===== src/rtl/log_fp_mult_stream.sv =====
// log_fp_mult_stream
//   Byte-serial logarithmic (Mitchell-style) floating-point multiplier.
//   Operands arrive as NB little-endian beats, are multiplied by adding
//   their log-domain mantissas (with an optional piecewise-linear
//   correction), and the packed result leaves as NB little-endian beats.
//   Zero/subnormal inputs flush to zero; Inf, NaN, overflow and underflow
//   are handled with status flags.
//
// Ports
//   clk        rising-edge clock
//   rst        synchronous active-high reset
//   in_valid   operand beat valid            in_ready  block accepts a beat
//   a_in/b_in  operand beats, little-endian  mode      1 = corrected log/antilog
//   out_valid  result beat valid             out_ready sink accepts a beat
//   out_data   result beat, little-endian    out_last  final beat of the word
//   flags      {nan, ovf, unf, zero}, held for every beat of a word
module log_fp_mult_stream #(
  parameter int EXP_W = 5,
  parameter int MAN_W = 10,
  parameter int BUS_W = 8
) (
  input  logic             clk,
  input  logic             rst,
  input  logic             in_valid,
  output logic             in_ready,
  input  logic [BUS_W-1:0] a_in,
  input  logic [BUS_W-1:0] b_in,
  input  logic             mode,
  output logic             out_valid,
  input  logic             out_ready,
  output logic [BUS_W-1:0] out_data,
  output logic             out_last,
  output logic [3:0]       flags
);

  localparam int W  = 1 + EXP_W + MAN_W;
  localparam int NB = (W + BUS_W - 1) / BUS_W;
  localparam int WB = NB * BUS_W;
  localparam int IW = (NB > 1) ? $clog2(NB) : 1;
  localparam int EW = EXP_W + 2;

  localparam logic [IW-1:0]    LAST_IDX = IW'(NB - 1);
  localparam logic [EXP_W-1:0] EXP_ONES = '1;
  localparam logic [EW-1:0]    BIAS_E   = EW'((1 << (EXP_W - 1)) - 1);
  localparam logic [EW-1:0]    E_MAX    = EW'((1 << EXP_W) - 1);
  localparam logic [W-1:0]     QNAN     =
    W'((((1 << EXP_W) - 1) << MAN_W) | (1 << (MAN_W - 1)));

  typedef enum logic [2:0] {
    S_IDLE, S_COLLECT, S_DECODE, S_LOG, S_ADD, S_ANTILOG, S_PACK, S_OUTPUT
  } state_e;

  state_e state_q, state_d;

  // Control and output registers (reset)
  logic [IW-1:0] idx_q;
  logic          in_ready_q, out_valid_q, out_last_q;
  logic [WB-1:0] res_q;
  logic [3:0]    flags_q;

  // Datapath pipeline registers (not reset)
  logic [WB-1:0]    a_sh_q, b_sh_q;
  logic             mode_q, sign_q;
  logic [EXP_W-1:0] ea_q, eb_q;
  logic [MAN_W-1:0] ma_q, mb_q, la_q, lb_q, mant_q;
  logic [MAN_W:0]   s_q;
  logic [EW-1:0]    e_q;

  logic [W-1:0] res_d;
  logic [3:0]   flags_d;
  logic         accept_in, accept_out;

  // Correction term: distance to the nearer end of the mantissa range,
  // scaled by 3/16. Never exceeds 3/16 of x, so x + corr and x - corr
  // both stay inside MAN_W bits.
  function automatic logic [MAN_W-1:0] corr(input logic [MAN_W-1:0] x,
                                            input logic md);
    logic [MAN_W:0] cx, t;
    cx = {1'b1, {MAN_W{1'b0}}} - {1'b0, x};
    t  = ({1'b0, x} < cx) ? {1'b0, x} : cx;
    return md ? MAN_W'((t >> 3) + (t >> 4)) : '0;
  endfunction

  // in_ready_q is only high in IDLE/COLLECT, and stays low for the cycle
  // after reset even though the state is already IDLE.
  assign accept_in  = in_valid && in_ready_q;
  assign accept_out = (state_q == S_OUTPUT) && out_ready;

  // NOTE: every variable in a combinational block gets a default before
  // any branch, so no path can leave it holding a value (no latches).
  always_comb begin
    state_d = state_q;
    unique case (state_q)
      S_IDLE, S_COLLECT:
        if (accept_in) state_d = (idx_q == LAST_IDX) ? S_DECODE : S_COLLECT;
      S_DECODE:  state_d = S_LOG;
      S_LOG:     state_d = S_ADD;
      S_ADD:     state_d = S_ANTILOG;
      S_ANTILOG: state_d = S_PACK;
      S_PACK:    state_d = S_OUTPUT;
      S_OUTPUT:
        if (out_ready && idx_q == LAST_IDX) state_d = S_IDLE;
      default:   state_d = S_IDLE;
    endcase
  end

  // Special-case resolution, highest priority first.
  always_comb begin
    logic a_ones, b_ones, a_zero, b_zero, a_nan, b_nan;
    a_ones  = (ea_q == EXP_ONES);
    b_ones  = (eb_q == EXP_ONES);
    a_zero  = (ea_q == '0);
    b_zero  = (eb_q == '0);
    a_nan   = a_ones && (ma_q != '0);
    b_nan   = b_ones && (mb_q != '0);
    res_d   = {sign_q, e_q[EXP_W-1:0], mant_q};
    flags_d = 4'b0000;
    if ((a_ones && b_zero) || (b_ones && a_zero) || a_nan || b_nan) begin
      res_d   = QNAN;
      flags_d = 4'b1000;
    end else if (a_ones || b_ones) begin
      res_d = {sign_q, EXP_ONES, {MAN_W{1'b0}}};
    end else if (a_zero || b_zero) begin
      res_d   = {sign_q, {(W-1){1'b0}}};
      flags_d = 4'b0001;
    end else if (!e_q[EW-1] && e_q >= E_MAX) begin
      res_d   = {sign_q, EXP_ONES, {MAN_W{1'b0}}};
      flags_d = 4'b0100;
    end else if (e_q[EW-1] || e_q == '0) begin
      res_d   = {sign_q, {(W-1){1'b0}}};
      flags_d = 4'b0011;
    end
  end

  // NOTE: sequential state is written with non-blocking assignments so all
  // registers update together from values sampled before the edge.
  always_ff @(posedge clk) begin
    if (rst) begin
      state_q     <= S_IDLE;
      idx_q       <= '0;
      in_ready_q  <= 1'b0;
      out_valid_q <= 1'b0;
      out_last_q  <= 1'b0;
      res_q       <= '0;
      flags_q     <= '0;
    end else begin
      state_q     <= state_d;
      in_ready_q  <= (state_d == S_IDLE) || (state_d == S_COLLECT);
      out_valid_q <= (state_d == S_OUTPUT);
      if (accept_in) idx_q <= (idx_q == LAST_IDX) ? '0 : idx_q + 1'b1;
      if (state_q == S_PACK) begin
        res_q      <= WB'(res_d);
        flags_q    <= flags_d;
        out_last_q <= (NB == 1);
      end
      // The result shifts down one beat per accepted output beat, so the
      // next beat is already in the output register when it is presented.
      if (accept_out) begin
        res_q <= res_q >> BUS_W;
        if (idx_q == LAST_IDX) begin
          idx_q      <= '0;
          out_last_q <= 1'b0;
        end else begin
          idx_q      <= idx_q + 1'b1;
          out_last_q <= (idx_q + 1'b1 == LAST_IDX);
        end
      end
    end
  end

  // NOTE: pipeline data registers carry no reset; every one is rewritten by
  // its own stage before it is read, and reset only has to clear control.
  always_ff @(posedge clk) begin
    if (accept_in) begin
      // Beats arrive low-first; shifting in from the top leaves beat k at
      // bits [k*BUS_W +: BUS_W] once all NB beats are in.
      a_sh_q <= (a_sh_q >> BUS_W) | (WB'(a_in) << (WB - BUS_W));
      b_sh_q <= (b_sh_q >> BUS_W) | (WB'(b_in) << (WB - BUS_W));
      if (state_q == S_IDLE) mode_q <= mode;
    end
    unique case (state_q)
      S_DECODE: begin
        sign_q <= a_sh_q[W-1] ^ b_sh_q[W-1];
        ea_q   <= a_sh_q[W-2 -: EXP_W];
        eb_q   <= b_sh_q[W-2 -: EXP_W];
        ma_q   <= a_sh_q[MAN_W-1:0];
        mb_q   <= b_sh_q[MAN_W-1:0];
      end
      S_LOG: begin
        la_q <= ma_q + corr(ma_q, mode_q);
        lb_q <= mb_q + corr(mb_q, mode_q);
      end
      S_ADD: s_q <= {1'b0, la_q} + {1'b0, lb_q};
      S_ANTILOG: begin
        mant_q <= s_q[MAN_W-1:0] - corr(s_q[MAN_W-1:0], mode_q);
        // Two's-complement in EW bits; a set top bit means E < 0.
        e_q    <= {2'b00, ea_q} + {2'b00, eb_q} - BIAS_E + EW'(s_q[MAN_W]);
      end
      default: ;
    endcase
  end

  assign in_ready  = in_ready_q;
  assign out_valid = out_valid_q;
  assign out_data  = res_q[BUS_W-1:0];
  assign out_last  = out_last_q;
  assign flags     = flags_q;

endmodule


===== config.mk =====
export PLATFORM = sky130hd
export DESIGN_NAME = log_fp_mult_stream
export DESIGN_NICKNAME = d
export VERILOG_FILES = /design/src/rtl/log_fp_mult_stream.sv
export SDC_FILE = /design/constraint.sdc
export NUM_CORES = 1
export LEC_CHECK = 0
export CORE_ASPECT_RATIO = 0.7
export CORE_MARGIN = 4
export CORE_UTILIZATION = 63
export DETAILED_ROUTE_END_ITERATION = 16
export PLACE_DENSITY = 0.82
export SKIP_CTS_REPAIR_TIMING = 1
export SLEW_MARGIN = 0
export SYNTH_ARGS = -nofsm -noshare
export SYNTH_HDL_FRONTEND = slang
export SYNTH_SLANG_ARGS = --single-unit

===== constraint.sdc =====
create_clock -name clk -period 12 [get_ports clk]
set_input_delay 2.4 -clock clk [delete_from_list [all_inputs] [get_ports clk]]
set_output_delay 2.4 -clock clk [all_outputs]
set_load 0.01 [all_outputs]

# After elaboration in Yosys (flattened, before gate mapping)
# Index checks and enable logic that the tools add are counted.
[totals] register_bits=139 latchBits=0 ram_bits=0 romBits=0 output_inout_bits=15 word_cells=108 mem_count=0
[classes] addsub=14 multipliers=0 n_div=0 order_cmp=4 n_eq_ne=11 shifts=0 n_mux=27 bitwise_logic=3 n_reduce_logical=28
[op_table] op="2-to-1 mux 15 bit" count=4
[op_table] op="less-than comparator 10 x 11 -> 1 bit" count=3
[op_table] op="2-to-1 mux 11 bit" count=3
[op_table] op="subtractor 11 x 10 -> 11 bit, first input constant" count=3
[op_table] op="OR 8 x 16 -> 16 bit" count=2
[op_table] op="adder 8 x 7 -> 9 bit" count=3
[op_table] op="2-to-1 mux 9 bit" count=3
[op_table] op="one-hot mux 3 bit (7 select lines)" count=1
[op_table] op="adder 10 x 9 -> 10 bit" count=2
[op_table] op="nonzero test 10 bit" count=2
[op_table] op="2-to-1 mux 16 bit" count=1
[op_table] op="2-to-1 mux 8 bit" count=2
[op_table] op="equality test 3 bit, second input constant" count=5
[op_table] op="2-to-1 mux 3 bit" count=5
[op_table] op="adder 10 x 10 -> 11 bit" count=1
[op_table] op="equality test 5 bit, second input constant" count=2
[op_table] op="logical NOT 5 bit" count=2
[op_table] op="subtractor 10 x 9 -> 10 bit" count=1
[op_table] op="logical AND 1 bit" count=8
[op_table] op="adder 7 x 1 -> 7 bit" count=1
[op_table] op=">= comparator 7 x 5 -> 1 bit, second input constant" count=1
[op_table] op="logical NOT 7 bit" count=1
[op_table] op="logical OR 1 bit" count=7
[op_table] op="subtractor 6 x 4 -> 7 bit, second input constant" count=1
[op_table] op="13 further kinds" count=23

# Longest topological paths before layout
[depth] word_depth=9 depth_mapped=28 mapped_depth_nobuf=27

# Least setup slack after synthesis
# OpenSTA, ideal clock, no wires.
[synth_path] kind="reg-to-reg" start="register mb_q[5]" end="register lb_q[9] (data pin)" setup_ps=195 arrival_time_ps=6170 t_required_ps=11805 setup_slack_ps=5635 path_stages_with_launch=26 n_path_buf=1 cell_sequence="edfxtp_1 buf_2 or4_4 or2_2 or3_1 ha_1 or3b_2 a221oi_1 o311ai_2 nand2_8 mux2i_1 inv_1 ha_1 a21o_1 maj3_1 mux2i_1 a31oi_1 xor2_1 and2_1 ha_1 inv_1 o21bai_1 a21oi_1 o21bai_1 a21o_1 o311ai_0"
[synth_between] elab_chain_len=6
[synth_lines] element="from (decl)" line="65" text="logic [MAN_W-1:0] ma_q, mb_q, la_q, lb_q, mant_q;"
[synth_lines] element="from (signal assigned)" line="187" text="mb_q <= b_sh_q[MAN_W-1:0];"
[synth_lines] element="subtractor 11 x 10 -> 11 bit" line="79" text="cx = {1'b1, {MAN_W{1'b0}}} - {1'b0, x};"
[synth_lines] element="less-than comparator 10 x 11 -> 1 bit" line="80" text="t = ({1'b0, x} < cx) ? {1'b0, x} : cx;"
[synth_lines] element="2-to-1 mux 11 bit" line="80"
[synth_lines] element="adder 8 x 7 -> 9 bit" line="81" text="return md ? MAN_W'((t >> 3) + (t >> 4)) : '0;"
[synth_lines] element="2-to-1 mux 9 bit" line="81"
[synth_lines] element="adder 10 x 9 -> 10 bit *" line="191" text="lb_q <= mb_q + corr(mb_q, mode_q);"
[synth_lines] element="to (signal assigned)" line="191"
[synth_lines] element="to (decl)" line="65"
# Every way passes the cells marked *; elsewhere a longest branch is shown, timed or not.
# A chain may end at the register's enable or synchronous reset.

# Worst setup path in the final report
[layout_path] start="register mb_q[6]" end="register lb_q[9] (data pin)"
# Same word-level chain as after synthesis.

==> impl_metrics.yaml <==
drt:
  drt-wirelength-per-cell_um: 17.6
  drt_iter0_drc: 431
  num_vias: 6543
  wl_mm: 19.3
  dr.pass1.iters: 7
  drc: 0
  drtAntennaViolNets: 0
  vias_per_cell: 5.94
floorplan:
  rows: 36
  die_x_um: 150
  core-area_sq_um: 13900
  die_h_um: 108
  die-area_sq_um: 16200
  start_util_pct: 64.3
  io-pin-count: 36
run:
  max_cap_violations: 0
outcome:
  status: "completed"
synthesis:
  synth-async-reset-ratio_pct: 0
  synthesis.area_sq_um: 8950
  synth_flop_cell: "edfxtp_1"
  synth_cell_types: 79
  synth_area_per_cell_sq_um: 10.4
  yosysWarningCount: 0
  synthCells: 864
  synth_area_leader_cell: "edfxtp_1"
  yosysSeqAreaShare_pct: 43.6
  yosys-top-cells-area: "edfxtp_1, ha_1, dfxtp_1, xnor2_1, inv_1"
  yosysTopAreaCellShare_pct: 37.6
  synth.ff_latch_count: 139
  synth-edff-count: 112
finish:
  final_common_cell: "edfxtp_1"
  post_route_cells_drive_above_1_share_pct: 6.37
  area_delta_synth_final_pct: 11.8
  finalNetCount: 1014
  design_area_sq_um: 10000
  mostFrequentLayoutCells: "edfxtp_1, ha_1, inv_1, nor2_1, a21oi_1"
  antennaDiodeCount: 0
  fillers: 954
power_and_ir_drop:
  p_total_mw: 1.82
  power.leakage_nw: 4.05
  power_density_nw_per_um2: 182
  peakVddDrop_mv: 0.180
hold_path:
  hold_class: "flip-flop to flip-flop"
clocking:
  clkLatencyLatePin_ns: 0.43
  cts.sinks: 139
  clockBufferDepth: 2
  cts.reportedPaths.clkPinSlew_ns: 0.07
  cts_tree: "built"
  cts_max_level: 4
  numCtsBuffers: 17
  root_buffer: "clkbuf_16"
global_route:
  antenna_found_initial: 0
  overflow: 0
  grt_pass1_wl_mm: 31.7
  grt_max_degree: 37
  grt_use_total_pct: 25.3
  grt_pass1_vias: 6318
critical_path:
  cp_max_fo: 10
  path_common_cell: "ha_1"
  path_cells: "or4_4 -> or2_2 -> or3_1 -> ha_1 -> or3b_2 -> a221oi_1 -> o311ai_2 -> nand2_8 -> mux2i_1 -> inv_1 -> ha_1 -> a21o_1 -> maj3_1 -> mux2i_1 -> a31oi_1 -> xor2_1 -> and2_1 -> ha_1 -> inv_1 -> o21bai_1 -> a21oi_1 -> o21bai_1 -> a21o_1 -> o311ai_0"
  start_kind: "flip-flop"
  arrival_ns: 7.25
  critPathCaptureType: "flip-flop"
  cpMaxStageDelayCell: "or4_4"
  required_ns: 12.20
  crit_type: "flip-flop to flip-flop"
  slowest_delay_ns: 0.63
timing:
  fin_setup_tns_ns: 0
  rsz0062_at_grt: "no"
  finalSetupViolCount: 0
  finClkSkew_ns: 0.0121
  finalMaxSlewViolations: 0
  finalCritPeriodShare_pct: 58.8
  worst_pin_slew_ns: 1.15
  fmax_mhz: 142
  relSlewSlack_pct: 22.6
  hold_viol_final: 0
  fin_crit_ns: 7.05
placed_design:
  gp_congestion: 0.907
  hpwl_mm: 14.6
  placed_cell_area_sq_um: 9450
  portBuffers: 35
worst max-delay path: cells and delay by family, from the launching register on:
kind                     cells  cell delay (ns)
flip-flops                   1             0.58
XOR/XNOR                     1             0.16
AO/OA/AOI/OAI                9             1.99
multiplexers                 2             0.50
adder cells (fa/ha/maj)      4             1.34
AND/OR/NAND/NOR              6             2.09
buffers and inverters        2             0.17
per-stage QoR:
stage | utilization (%) | setup WS, ns | instances | hold slack (ns)
after floorplan | - | 5.64 | 869 | 0.400
after global placement | 67.9 | 5.27 | 1069 | 0.404
after detailed placement | 67.9 | 5.05 | 1069 | 0.405
after CTS | 71.9 | 4.98 | 1101 | 0.421
after global routing | 71.9 | 4.47 | 1101 | 0.430
final | 71.9 | 4.95 | 1101 | 0.419
final cells by class:
type	instances	area, sq um	share of cell area, %
Multi-Input combinational cell	615	4600	46.0
Sequential cell	139	3900	39.0
Clock buffer	17	425	4.25
Timing Repair Buffer	40	388	3.88
Inverter	85	319	3.19
Tap cell	190	238	2.38
Clock inverter	15	130	1.30
routing by layer:
layer / GRT usage [%] / vias up / routed length [um] / part of all wire [%]
met4: 7.51 / 0 / 259 / 1.3
li1: - / 3182 / - / -
met5: 0 / - / 0 / 0
met3: 7.37 / 33 / 1380 / 7.1
met1: 35.8 / 3111 / 9130 / 47
met2: 37.8 / 217 / 8580 / 44
Yosys cell counts (all sizes together) (6+ instances only):
library cell	count
nand2	53
mux2i	13
dfxtp	27
o21bai	13
nor2b	8
nand3	12
a31oi	11
o311ai	6
inv	85
ha	87
nor3	23
edfxtp	112
nor2	60
clkbuf	19
or3	9
mux2	8
and2	15
nand2b	17
xor2	19
buf	11
nand4	6
a21o	15
fa	8
and3	15
a21oi	53
o21ai	28
o22ai	6
xnor2	43
cell families after synthesis:
group	after synthesis	synth area share (%)
other cells	1	0.0419
compound gates	177	13.5
buf+inv	115	5.26
simple gates	252	14.8
mux	21	2.50
xor+xnor	62	6.07
flops	139	43.6
fa+ha+maj	97	14.2
final timing paths:
| kind | start | endpoint | slack, ns | cells after the start |
|---|---|---|---|---|
| min | a_sh_q[0] | ma_q[0] | 0.42 | 0 |
| max reg2reg | mb_q[6] | lb_q[9] | 4.95 | 24 |
| min reg2reg | a_sh_q[0] | ma_q[0] | 0.42 | 0 |
| max | mb_q[6] | lb_q[9] | 4.95 | 24 |
power by group:
part	switching [mW]	total, mW	internal, mW
clock network	0.222	0.494	0.272
registers	0.0508	0.656	0.605
logic	0.367	0.670	0.303
total	0.640	1.82	1.18
registers in the layout, summed over array words and instances (netlist names):
name / count
a_sh_q: 16
b_sh_q: 16
res_q: 16
s_q: 11
la_q: 10
lb_q: 10
ma_q: 10
mant_q: 10
mb_q: 10
e_q: 7
ea_q: 5
eb_q: 5
flags: 4
state_q: 3
idx_q: 1
in_ready: 1
mode_q: 1
out_last: 1
out_valid: 1
sign_q: 1
Note: power is estimated with default switching activity, not from simulation.
